[src/rtl/pipeline_control_if.sv]
// Handshake bundle between the pipeline datapath/test harness and pipeline_control.
// The harness drives hazard inputs and debug commands; the controller returns enables and status.
interface pipeline_control_if #(
  parameter int N_STAGES   = 5,
  parameter int REG_ADDR_W = 5,
  parameter int CNT_W      = 32
);
  logic [REG_ADDR_W-1:0] id_rs;
  logic [REG_ADDR_W-1:0] id_rt;
  logic                  id_uses_rt;
  logic                  ex_MemRead;
  logic [REG_ADDR_W-1:0] ex_rt;
  logic                  mem_branch_taken;
  logic                  wb_halt;
  logic                  dbg_run;
  logic                  dbg_halt;
  logic                  dbg_step;
  logic                  dbg_clear;

  logic                  pipe_en;
  logic                  pc_write;
  logic                  if_id_write;
  logic                  id_ex_bubble;
  logic [N_STAGES-2:0]   flush;
  logic [1:0]            state;
  logic                  halted_by_instr;
  logic [CNT_W-1:0]      cycle_count;
  logic [CNT_W-1:0]      stall_count;
  logic [CNT_W-1:0]      flush_count;

  modport master (
    output id_rs, id_rt, id_uses_rt, ex_MemRead, ex_rt, mem_branch_taken, wb_halt,
           dbg_run, dbg_halt, dbg_step, dbg_clear,
    input  pipe_en, pc_write, if_id_write, id_ex_bubble, flush, state, halted_by_instr,
           cycle_count, stall_count, flush_count
  );

  modport slave (
    input  id_rs, id_rt, id_uses_rt, ex_MemRead, ex_rt, mem_branch_taken, wb_halt,
           dbg_run, dbg_halt, dbg_step, dbg_clear,
    output pipe_en, pc_write, if_id_write, id_ex_bubble, flush, state, halted_by_instr,
           cycle_count, stall_count, flush_count
  );
endinterface

[src/rtl/pipeline_control.sv]
// Hazard and run-control unit: load-use stall, branch flush, debug run/halt/step FSM
// and performance counters for an N-stage MIPS pipeline.
module pipeline_control #(
  parameter int N_STAGES     = 5,
  parameter int BRANCH_STAGE = 3,
  parameter int REG_ADDR_W   = 5,
  parameter int CNT_W        = 32,
  parameter int RUN_ON_RESET = 1
) (
  input  logic              clk,
  input  logic              reset,
  pipeline_control_if.slave bus
);

  typedef enum logic [1:0] {
    ST_RUN  = 2'b00,
    ST_HALT = 2'b01,
    ST_STEP = 2'b10
  } state_t;

  localparam state_t RESET_ST = (RUN_ON_RESET != 0) ? ST_RUN : ST_HALT;
  // Latches younger than the branch-resolving stage are discarded on a taken branch.
  localparam logic [N_STAGES-2:0] BR_MASK = (N_STAGES-1)'((1 << BRANCH_STAGE) - 1);

  state_t           state_q, state_d;
  logic             halted_q, halted_d;
  logic             pipe_en, lu, br;
  logic [CNT_W-1:0] cycle_q, stall_q, flush_cnt_q;

  assign lu = bus.ex_MemRead && (bus.ex_rt != '0) &&
              ((bus.ex_rt == bus.id_rs) || (bus.id_uses_rt && (bus.ex_rt == bus.id_rt)));
  assign br = bus.mem_branch_taken;

  // State register
  always_ff @(posedge clk) begin
    if (reset) begin
      state_q  <= RESET_ST;
      halted_q <= 1'b0;
    end else begin
      state_q  <= state_d;
      halted_q <= halted_d;
    end
  end

  // Next-state logic; halt always wins over run and step while halted.
  always_comb begin
    state_d  = state_q;
    halted_d = halted_q;
    case (state_q)
      ST_RUN: begin
        if (bus.wb_halt) begin
          state_d  = ST_HALT;
          halted_d = 1'b1;
        end else if (bus.dbg_halt) begin
          state_d = ST_HALT;
        end
      end
      ST_HALT: begin
        if (bus.dbg_halt) begin
          state_d = ST_HALT;
        end else if (bus.dbg_run) begin
          state_d  = ST_RUN;
          halted_d = 1'b0;
        end else if (bus.dbg_step) begin
          state_d = ST_STEP;
        end
      end
      ST_STEP: begin
        state_d = ST_HALT;
        if (bus.wb_halt) halted_d = 1'b1;
      end
      default: state_d = RESET_ST;
    endcase
  end

  // Output logic; branch outranks load-use since the stalled instruction is discarded.
  always_comb begin
    pipe_en          = (state_q == ST_RUN) || (state_q == ST_STEP);
    bus.pc_write     = 1'b0;
    bus.if_id_write  = 1'b0;
    bus.id_ex_bubble = 1'b0;
    bus.flush        = '0;
    if (pipe_en) begin
      if (br) begin
        bus.pc_write    = 1'b1;
        bus.if_id_write = 1'b1;
        bus.flush       = BR_MASK;
      end else if (lu) begin
        bus.id_ex_bubble = 1'b1;
      end else begin
        bus.pc_write    = 1'b1;
        bus.if_id_write = 1'b1;
      end
    end
  end

  // Performance counters; clear outranks increment and works while halted.
  always_ff @(posedge clk) begin
    if (reset || bus.dbg_clear) begin
      cycle_q     <= '0;
      stall_q     <= '0;
      flush_cnt_q <= '0;
    end else if (pipe_en) begin
      cycle_q <= cycle_q + CNT_W'(1);
      if (lu && !br) stall_q <= stall_q + CNT_W'(1);
      if (br) flush_cnt_q <= flush_cnt_q + CNT_W'(1);
    end
  end

  assign bus.pipe_en         = pipe_en;
  assign bus.state           = state_q;
  assign bus.halted_by_instr = halted_q;
  assign bus.cycle_count     = cycle_q;
  assign bus.stall_count     = stall_q;
  assign bus.flush_count     = flush_cnt_q;

endmodule

[src/flat_wrapper.sv]
// flat-port wrapper written by rule: the top's interface ports become plain ports
module pipeline_control_flat 
#(
  parameter int N_STAGES     = 5,
  parameter int BRANCH_STAGE = 3,
  parameter int REG_ADDR_W   = 5,
  parameter int CNT_W        = 32,
  parameter int RUN_ON_RESET = 1
)
  (clk, reset, bus_id_rs, bus_id_rt, bus_id_uses_rt, bus_ex_MemRead, bus_ex_rt, bus_mem_branch_taken, bus_wb_halt, bus_dbg_run, bus_dbg_halt, bus_dbg_step, bus_dbg_clear, bus_pipe_en, bus_pc_write, bus_if_id_write, bus_id_ex_bubble, bus_flush, bus_state, bus_halted_by_instr, bus_cycle_count, bus_stall_count, bus_flush_count);
  pipeline_control_if #(.N_STAGES(N_STAGES), .REG_ADDR_W(REG_ADDR_W), .CNT_W(CNT_W)) bus_i ();
  input  logic clk;
  input  logic reset;
  input wire logic [$bits(bus_i.id_rs)-1:0] bus_id_rs;
  input wire logic [$bits(bus_i.id_rt)-1:0] bus_id_rt;
  input wire logic [$bits(bus_i.id_uses_rt)-1:0] bus_id_uses_rt;
  input wire logic [$bits(bus_i.ex_MemRead)-1:0] bus_ex_MemRead;
  input wire logic [$bits(bus_i.ex_rt)-1:0] bus_ex_rt;
  input wire logic [$bits(bus_i.mem_branch_taken)-1:0] bus_mem_branch_taken;
  input wire logic [$bits(bus_i.wb_halt)-1:0] bus_wb_halt;
  input wire logic [$bits(bus_i.dbg_run)-1:0] bus_dbg_run;
  input wire logic [$bits(bus_i.dbg_halt)-1:0] bus_dbg_halt;
  input wire logic [$bits(bus_i.dbg_step)-1:0] bus_dbg_step;
  input wire logic [$bits(bus_i.dbg_clear)-1:0] bus_dbg_clear;
  output wire logic [$bits(bus_i.pipe_en)-1:0] bus_pipe_en;
  output wire logic [$bits(bus_i.pc_write)-1:0] bus_pc_write;
  output wire logic [$bits(bus_i.if_id_write)-1:0] bus_if_id_write;
  output wire logic [$bits(bus_i.id_ex_bubble)-1:0] bus_id_ex_bubble;
  output wire logic [$bits(bus_i.flush)-1:0] bus_flush;
  output wire logic [$bits(bus_i.state)-1:0] bus_state;
  output wire logic [$bits(bus_i.halted_by_instr)-1:0] bus_halted_by_instr;
  output wire logic [$bits(bus_i.cycle_count)-1:0] bus_cycle_count;
  output wire logic [$bits(bus_i.stall_count)-1:0] bus_stall_count;
  output wire logic [$bits(bus_i.flush_count)-1:0] bus_flush_count;
  assign bus_i.id_rs = bus_id_rs;
  assign bus_i.id_rt = bus_id_rt;
  assign bus_i.id_uses_rt = bus_id_uses_rt;
  assign bus_i.ex_MemRead = bus_ex_MemRead;
  assign bus_i.ex_rt = bus_ex_rt;
  assign bus_i.mem_branch_taken = bus_mem_branch_taken;
  assign bus_i.wb_halt = bus_wb_halt;
  assign bus_i.dbg_run = bus_dbg_run;
  assign bus_i.dbg_halt = bus_dbg_halt;
  assign bus_i.dbg_step = bus_dbg_step;
  assign bus_i.dbg_clear = bus_dbg_clear;
  assign bus_pipe_en = bus_i.pipe_en;
  assign bus_pc_write = bus_i.pc_write;
  assign bus_if_id_write = bus_i.if_id_write;
  assign bus_id_ex_bubble = bus_i.id_ex_bubble;
  assign bus_flush = bus_i.flush;
  assign bus_state = bus_i.state;
  assign bus_halted_by_instr = bus_i.halted_by_instr;
  assign bus_cycle_count = bus_i.cycle_count;
  assign bus_stall_count = bus_i.stall_count;
  assign bus_flush_count = bus_i.flush_count;
  pipeline_control #(.N_STAGES(N_STAGES), .BRANCH_STAGE(BRANCH_STAGE), .REG_ADDR_W(REG_ADDR_W), .CNT_W(CNT_W), .RUN_ON_RESET(RUN_ON_RESET)) u_core (.clk(clk), .reset(reset), .bus(bus_i));
endmodule
[config.mk]
export PLATFORM = sky130hd
export DESIGN_NAME = pipeline_control_flat
export DESIGN_NICKNAME = d
export VERILOG_FILES = /design/src/rtl/pipeline_control_if.sv /design/src/rtl/pipeline_control.sv /design/src/flat_wrapper.sv
export SDC_FILE = /design/constraint.sdc
export NUM_CORES = 1
export LEC_CHECK = 0
export CORE_ASPECT_RATIO = 1.1
export CORE_MARGIN = 2
export CORE_UTILIZATION = 45
export DETAILED_ROUTE_END_ITERATION = 8
export PLACE_DENSITY = 0.74
export SETUP_SLACK_MARGIN = 0.3
export SLEW_MARGIN = 10
export SYNTH_ARGS = -nofsm -noshare
export SYNTH_HDL_FRONTEND = slang
export SYNTH_SLANG_ARGS = --single-unit
[constraint.sdc]
create_clock -name clk -period 2.65 [get_ports clk]
set_input_delay 0.265 -clock clk [delete_from_list [all_inputs] [get_ports clk]]
set_output_delay 0.265 -clock clk [all_outputs]
set_load 0.005 [all_outputs]
==> results of run 1 <==
-- cell families after synthesis --
group / Yosys count
simple gates: 268
flops: 99
compound gates: 82
xor+xnor: 65
buf+inv: 46
fa+ha+maj: 3
mux: 3
other cells: 1
-- how the worst max path moves through the flow --
stage | depth (start not counted) | end | startpoint | slack [ns]
finish | 8 | bus_if_id_write | bus_id_rt[0] | 0.41
floorplan | 8 | bus_pc_write | bus_ex_rt[3] | 0.60
CTS | 8 | bus_if_id_write | bus_id_rt[0] | 0.33
global route | 8 | bus_if_id_write | bus_id_rt[0] | 0.33
global placement | 8 | bus_id_ex_bubble | bus_ex_rt[2] | 0.0009
detailed placement | 8 | bus_if_id_write | bus_ex_rt[3] | -0.01
-- synthesized netlist by cell type, drive strengths merged, types with 9 or more instances --
cell type / instances / share of area
a21oi: 38 / 0.040
and3: 9 / 0.012
and4: 12 / 0.022
buf: 11 / 0.013
clkbuf: 23 / 0.018
dfxtp: 99 / 0.42
inv: 12 / 0.0094
nand2: 29 / 0.023
nand3: 34 / 0.036
nand4: 26 / 0.035
nor2: 79 / 0.062
nor3: 12 / 0.014
nor4: 14 / 0.020
o21ai: 10 / 0.010
o31ai: 25 / 0.039
or3: 11 / 0.014
or4: 27 / 0.042
xnor2: 33 / 0.061
xor2: 32 / 0.059
-- worst min-delay path, stage by stage (launching register included) --
cell and delay [ns]:
dfxtp_1 0.33, o31ai_1 0.07, a21oi_1 0.05
-- layout make-up --
class | count | share of cell area
clock buffer | 13 | 0.03934
clock inverter | 2 | 0.005296
inverter | 12 | 0.006809
multi-input combinational | 422 | 0.3987
sequential | 99 | 0.2996
tap | 143 | 0.02705
timing repair buffer | 152 | 0.2232
-- state kept, by name (all words and copies together), names as in the netlist --
signal / flops
u_core.bus.flush_count: 32
u_core.bus.stall_count: 32
u_core.bus.state: 2
u_core.bus.halted_by_instr: 1
u_core.bus.cycle_count: 32
-- per-layer routing --
layer	global-route usage	up-vias	routed length, µm
met3	0.05524	9	624
met1	0.2830	2209	5467
met2	0.3759	123	6280
met5	0	-	0
li1	-	2301	-
met4	0.05422	0	82
-- report_power, final --
group / internal [mW] / switching (mW)
sequential: 1.49 / 0.00566
combinational: 0.0904 / 0.0946
clock: 0.778 / 0.531
total: 2.36 / 0.631
-- timing repair --
| item | CTS | global route |
|---|---|---|
| hold buffers | 0 | 0 |
| resized for setup | 7 | 8 |
| pin swaps | 2 | 3 |
| setup endpoints to repair | 3 | 10 |
-- stage by stage --
stage / area (µm²) / total power [mW] / util / std cells
3_3_place_gp: 6296 / 1.714 / 0.6086 / 828
6_report: 6615 / 2.992 / 0.6395 / 843
2_1_floorplan: 4770 / 1.614 / - / 567
5_1_grt: 6615 / 3.097 / 0.6395 / 843
4_1_cts: 6590 / 3.017 / 0.6370 / 843
3_5_place_dp: 6296 / 1.718 / 0.6086 / 828
==> flow_metrics.py, run 1 <==
metrics = {
    "synth": {
        "synth_top_family_by_area": "simple AND/OR/NAND/NOR gates",
        "synth-xor-area-share": 0.1194,
        "synth_ff_type": "dfxtp_1",
        "synth_compound_area_frac": 0.1065,
        "syn-num-nets": 595,
        "ys_seq_area_frac": 0.4155,
        "avgSynthCellArea_um2": 8.412,
        "synth.area.mux_share": 0.006296,
        "netlist_area_mm2": 0.004770,
        "synth-seq-cells": 99,
        "ys_warn_count": 0,
        "synth_edf_count": 0,
        "synth-async-reset-ratio": 0,
        "synth-simple-area-share": 0.3027,
        "synthAdderAreaFrac": 0.007870,
        "synth_cells": 567,
        "synthDistinctLibCells": 45,
    },
    "floorplanning": {
        "fp.dieW_um": 102.2,
        "die_area_mm2": 0.01144,
        "rows": 39,
        "initial_core_util": 0.4611,
        "io_pins": 132,
        "core_area_mm2": 0.01034,
        "die_y_um": 112.0,
    },
    "cts": {
        "cts_buffers": 9,
        "tritoncts": "built",
        "clk_latency_ns": 0.34,
        "clock_path_buffers": 2,
        "cts_setup_buffers": 0,
        "h-tree-depth": 3,
        "cts-root-buf": "clkbuf_16",
        "cts_sinks": 99,
        "path_clk_slew_ns": 0.06,
    },
    "routing": {
        "drc_errors": 0,
        "routed_wl_mm": 12.45,
        "routedWlPerCell_um": 14.77,
        "ant_nets": 0,
        "dr_total_vias": 4642,
        "viasPerCell": 5.507,
        "drt_pass1_iterations": 7,
        "first_iter_violations": 176,
    },
    "timing": {
        "whs_ns": 0.4945,
        "max_slew.worst_pin.slew_ns": 0.5512,
        "worst_slack_ns": 0.4110,
        "fmax_mhz": 446.6,
        "slew_violations": 0,
        "finalSetupTns_ns": 0,
        "rsz0062_at_grt": "false",
        "period_share": 0.8449,
        "finalClockSkew_ns": 0.005850,
        "period_needed_ns": 2.239,
        "max-slew-margin-rel": 0.6291,
        "finalSetupViolations": 0,
        "finalHoldViolCount": 0,
    },
    "cells_and_area": {
        "final-seq-area_mm2": 0.001982,
        "multi_input_area_mm2": 0.002638,
        "nets": 724,
        "final_common_cell": "clkdlybuf4s50_1",
        "syn_to_final_growth_pct": 38.69,
        "nFillCells": 900,
        "layout_common_cells": "clkdlybuf4s50_1 (123), dfxtp_1 (99), nor2_1 (78)",
        "antennaDiodeCount": 0,
        "drive_gt1_frac": 0.07143,
    },
    "placement": {
        "gp_congestion": 0.8183,
        "io_buffers": 130,
        "dp.final_hpwl_mm": 8.991,
        "place_ws_ns": -0.01056,
    },
    "outcome": {
        "outcome": "completed",
    },
    "worst_setup_path": {
        "slowest_stage": "clkdlybuf4s50_1",
        "r2r-start": "u_core.bus.state[0]",
        "crit_buf_inv": 3,
        "critPathCaptureType": "output pin",
        "cp-start-kind": "input port",
        "crit_family": "buffers and inverters",
        "critPathMaxStageDelay_ns": 0.41,
        "ff2ff_path_depth": 6,
        "reg2reg_to": "u_core.bus.cycle_count[21]",
        "crit_type": "in2out",
        "critPathMaxFanout": 2,
        "cp_data_required_time_ns": 2.38,
        "cp.arrival_ns": 1.97,
        "worstPathCellList": "clkdlybuf4s50_1, xor2_1, nor4_1, buf_4, a32oi_4, nor4b_2, nor2_1, clkdlybuf4s15_1",
        "rrSetupSlack_ns": 0.45,
    },
    "worst_hold_path": {
        "min_to": "u_core.bus.stall_count[31]",
        "whs_path_depth": 2,
        "hp-start": "u_core.bus.stall_count[31]",
        "hold_path_class": "reg2reg",
    },
    "power_and_ir_drop": {
        "ir_drop_v": 0.0003425,
        "p_per_area_mw_per_mm2": 452.4,
        "power_leakage_nw": 2.082,
    },
    "global_route": {
        "antenna_found_initial": 0,
        "grt_pass1_vias": 4428,
        "grt_max_degree": 47,
        "grt_overflow": 0,
        "grt_pass1_wl_mm": 20.80,
        "track_usage": 0.2223,
    },
    "run": {
        "cap_violations": 0,
    },
}
Power figures use the tool's default switching activity.
==> run 2: changes to the inputs <==
clock period = 2.1 ns   (was 2.65 ns; I/O delays follow)
==> flow_metrics.py, run 2 (synthesis gave the netlist of run 1 again) <==
metrics = {
    "worst_setup_path": {
        "slowest_stage": "or4_4",
        "critPathCaptureType": "register",
        "cp-start-kind": "register",
        "critPathMaxStageDelay_ns": 0.58,
        "cpMostUsedCell": "or4_4",
        "critPathMaxFanout": 7,
        "worstPathCellList": "nor2_4, o211ai_2, buf_6, or4_4, or4_4, a21oi_2",
        "cp_data_required_time_ns": 2.38,
        "rrSetupSlack_ns": 0.19,
        "crit_type": "reg2reg",
        "cp.arrival_ns": 2.19,
    },
    "cts": {
        "clk_latency_ns": 0.35,
        "cts-root-buf": "clkbuf_16",
        "clock_path_buffers": 2,
        "cts_sinks": 99,
        "cts_buffers": 9,
        "ctsHoldBuffers": 0,
        "tritoncts": "built",
        "path_clk_slew_ns": 0.07,
        "h-tree-depth": 3,
    },
    "routing": {
        "routedWlPerCell_um": 15.94,
        "drc_errors": 0,
        "drt_pass1_iterations": 4,
        "ant_nets": 0,
        "dr_total_vias": 4941,
        "routed_wl_mm": 14.11,
        "first_iter_violations": 180,
        "viasPerCell": 5.583,
    },
    "cells_and_area": {
        "post-route-util": 0.7143,
        "nFillCells": 769,
        "drive_gt1_frac": 0.2480,
        "final_cells": 885,
        "antennaDiodeCount": 0,
        "layout_common_cells": "clkdlybuf4s50_1 (111), dfxtp_1 (81), nor2_1 (76)",
        "final_common_cell": "clkdlybuf4s50_1",
        "final_area_mm2": 0.007390,
        "nets": 766,
        "syn_to_final_growth_pct": 54.93,
    },
    "placement": {
        "gp_congestion": 0.8574,
        "place_ws_ns": -0.4246,
        "dpl_cell_area_mm2": 0.006436,
        "io_buffers": 130,
        "dp_cells": 841,
        "dp.final_hpwl_mm": 9.128,
    },
    "floorplanning": {
        "rows": 39,
        "initial_core_util": 0.4611,
        "core_area_mm2": 0.01034,
        "fp.dieW_um": 102.2,
        "io_pins": 132,
        "die_y_um": 112.0,
        "die_area_mm2": 0.01144,
    },
    "global_route": {
        "grt_pass1_vias": 4727,
        "grt_overflow": 0,
        "grt_pass1_wl_mm": 22.21,
        "track_usage": 0.2382,
        "antenna_found_initial": 1,
        "grt_max_degree": 46,
    },
    "worst_hold_path": {
        "hold_path_class": "in2reg",
    },
    "power_and_ir_drop": {
        "total_power_mw": 3.831,
        "p_per_area_mw_per_mm2": 518.4,
        "power_leakage_nw": 2.491,
        "ir_drop_v": 0.0003880,
    },
    "timing": {
        "finalSetupTns_ns": 0,
        "worst_slack_ns": 0.1926,
        "period_needed_ns": 1.907,
        "whs_ns": 0.4823,
        "slew_violations": 0,
        "fmax_mhz": 524.3,
        "period_share": 0.9083,
        "finalClockSkew_ns": 0.007074,
        "rsz0062_at_grt": "true",
        "finalHoldViolCount": 0,
        "finalSetupViolations": 0,
    },
    "run": {
        "cap_violations": 0,
    },
    "outcome": {
        "outcome": "completed",
    },
}
[run 2: cell types whose count changed in the layout (fill, tap and decap cells not counted), sizes merged]
cell	change
buf	+51
clkdlybuf4s50	-12
dlymetal6s2s	+2
clkbuf	+1
clkdlybuf4s15	-1
dlygate4sd2	+1
[run 2: per-layer routing]
| metal | routed length (µm) | track usage | vias to the layer above |
|---|---|---|---|
| met4 | 252 | 0.07733 | 2 |
| met5 | 13 | 0 | - |
| met3 | 843 | 0.06026 | 25 |
| met2 | 7130 | 0.4039 | 152 |
| li1 | - | - | 2382 |
| met1 | 5867 | 0.2928 | 2380 |
[run 2: area by class of cell]
class / instances / area [µm²] / share of cell area
flip-flops and latches: 99 / 2029 / 0.2746
well taps: 143 / 178.9 / 0.02421
multi-input cells: 422 / 3033 / 0.4104
clock buffers: 13 / 260.3 / 0.03522
repair buffers: 194 / 1808 / 0.2447
clock inverters: 2 / 35.03 / 0.004741
inverters: 12 / 45.04 / 0.006095
[run 2: path summary, 6_finish.rpt]
kind	start	endpoint	cells past startpoint
setup / recovery	u_core.bus.state[0]	u_core.bus.stall_count[23]	6
setup reg to reg	u_core.bus.state[0]	u_core.bus.stall_count[23]	6
hold reg to reg	u_core.bus.stall_count[11]	u_core.bus.stall_count[11]	2
hold / removal	bus_dbg_step	u_core.bus.state[1]	2
[run 2: worst max-delay path: cells and delay by family (launching register included)]
kind / cells / cell delay (ns)
AO/OA/AOI/OAI: 2 / 0.23
buffers and inverters: 1 / 0.14
flip-flops: 1 / 0.34
AND/OR/NAND/NOR: 3 / 1.12
[run 2: report_power, final]
group | internal [mW] | total, mW | switching [mW]
Combinational | 0.128 | 0.265 | 0.137
Clock | 0.982 | 1.69 | 0.705
Sequential | 1.87 | 1.88 | 0.00744
[run 2: timing repair]
action | in CTS | in global routing
pin swaps | 13 | 26
endpoints found under the setup margin | 55 | 68
setup buffers | 9 | 18
gates resized for setup | 80 | 83
gates cloned | 0 | 2
==> run 3: changes to the inputs <==
GPL_ROUTABILITY_DRIVEN = 0   (was not set)
==> results of run 3 <==
Same layout as run 2: the final DEF is identical, and so are final timing and power.
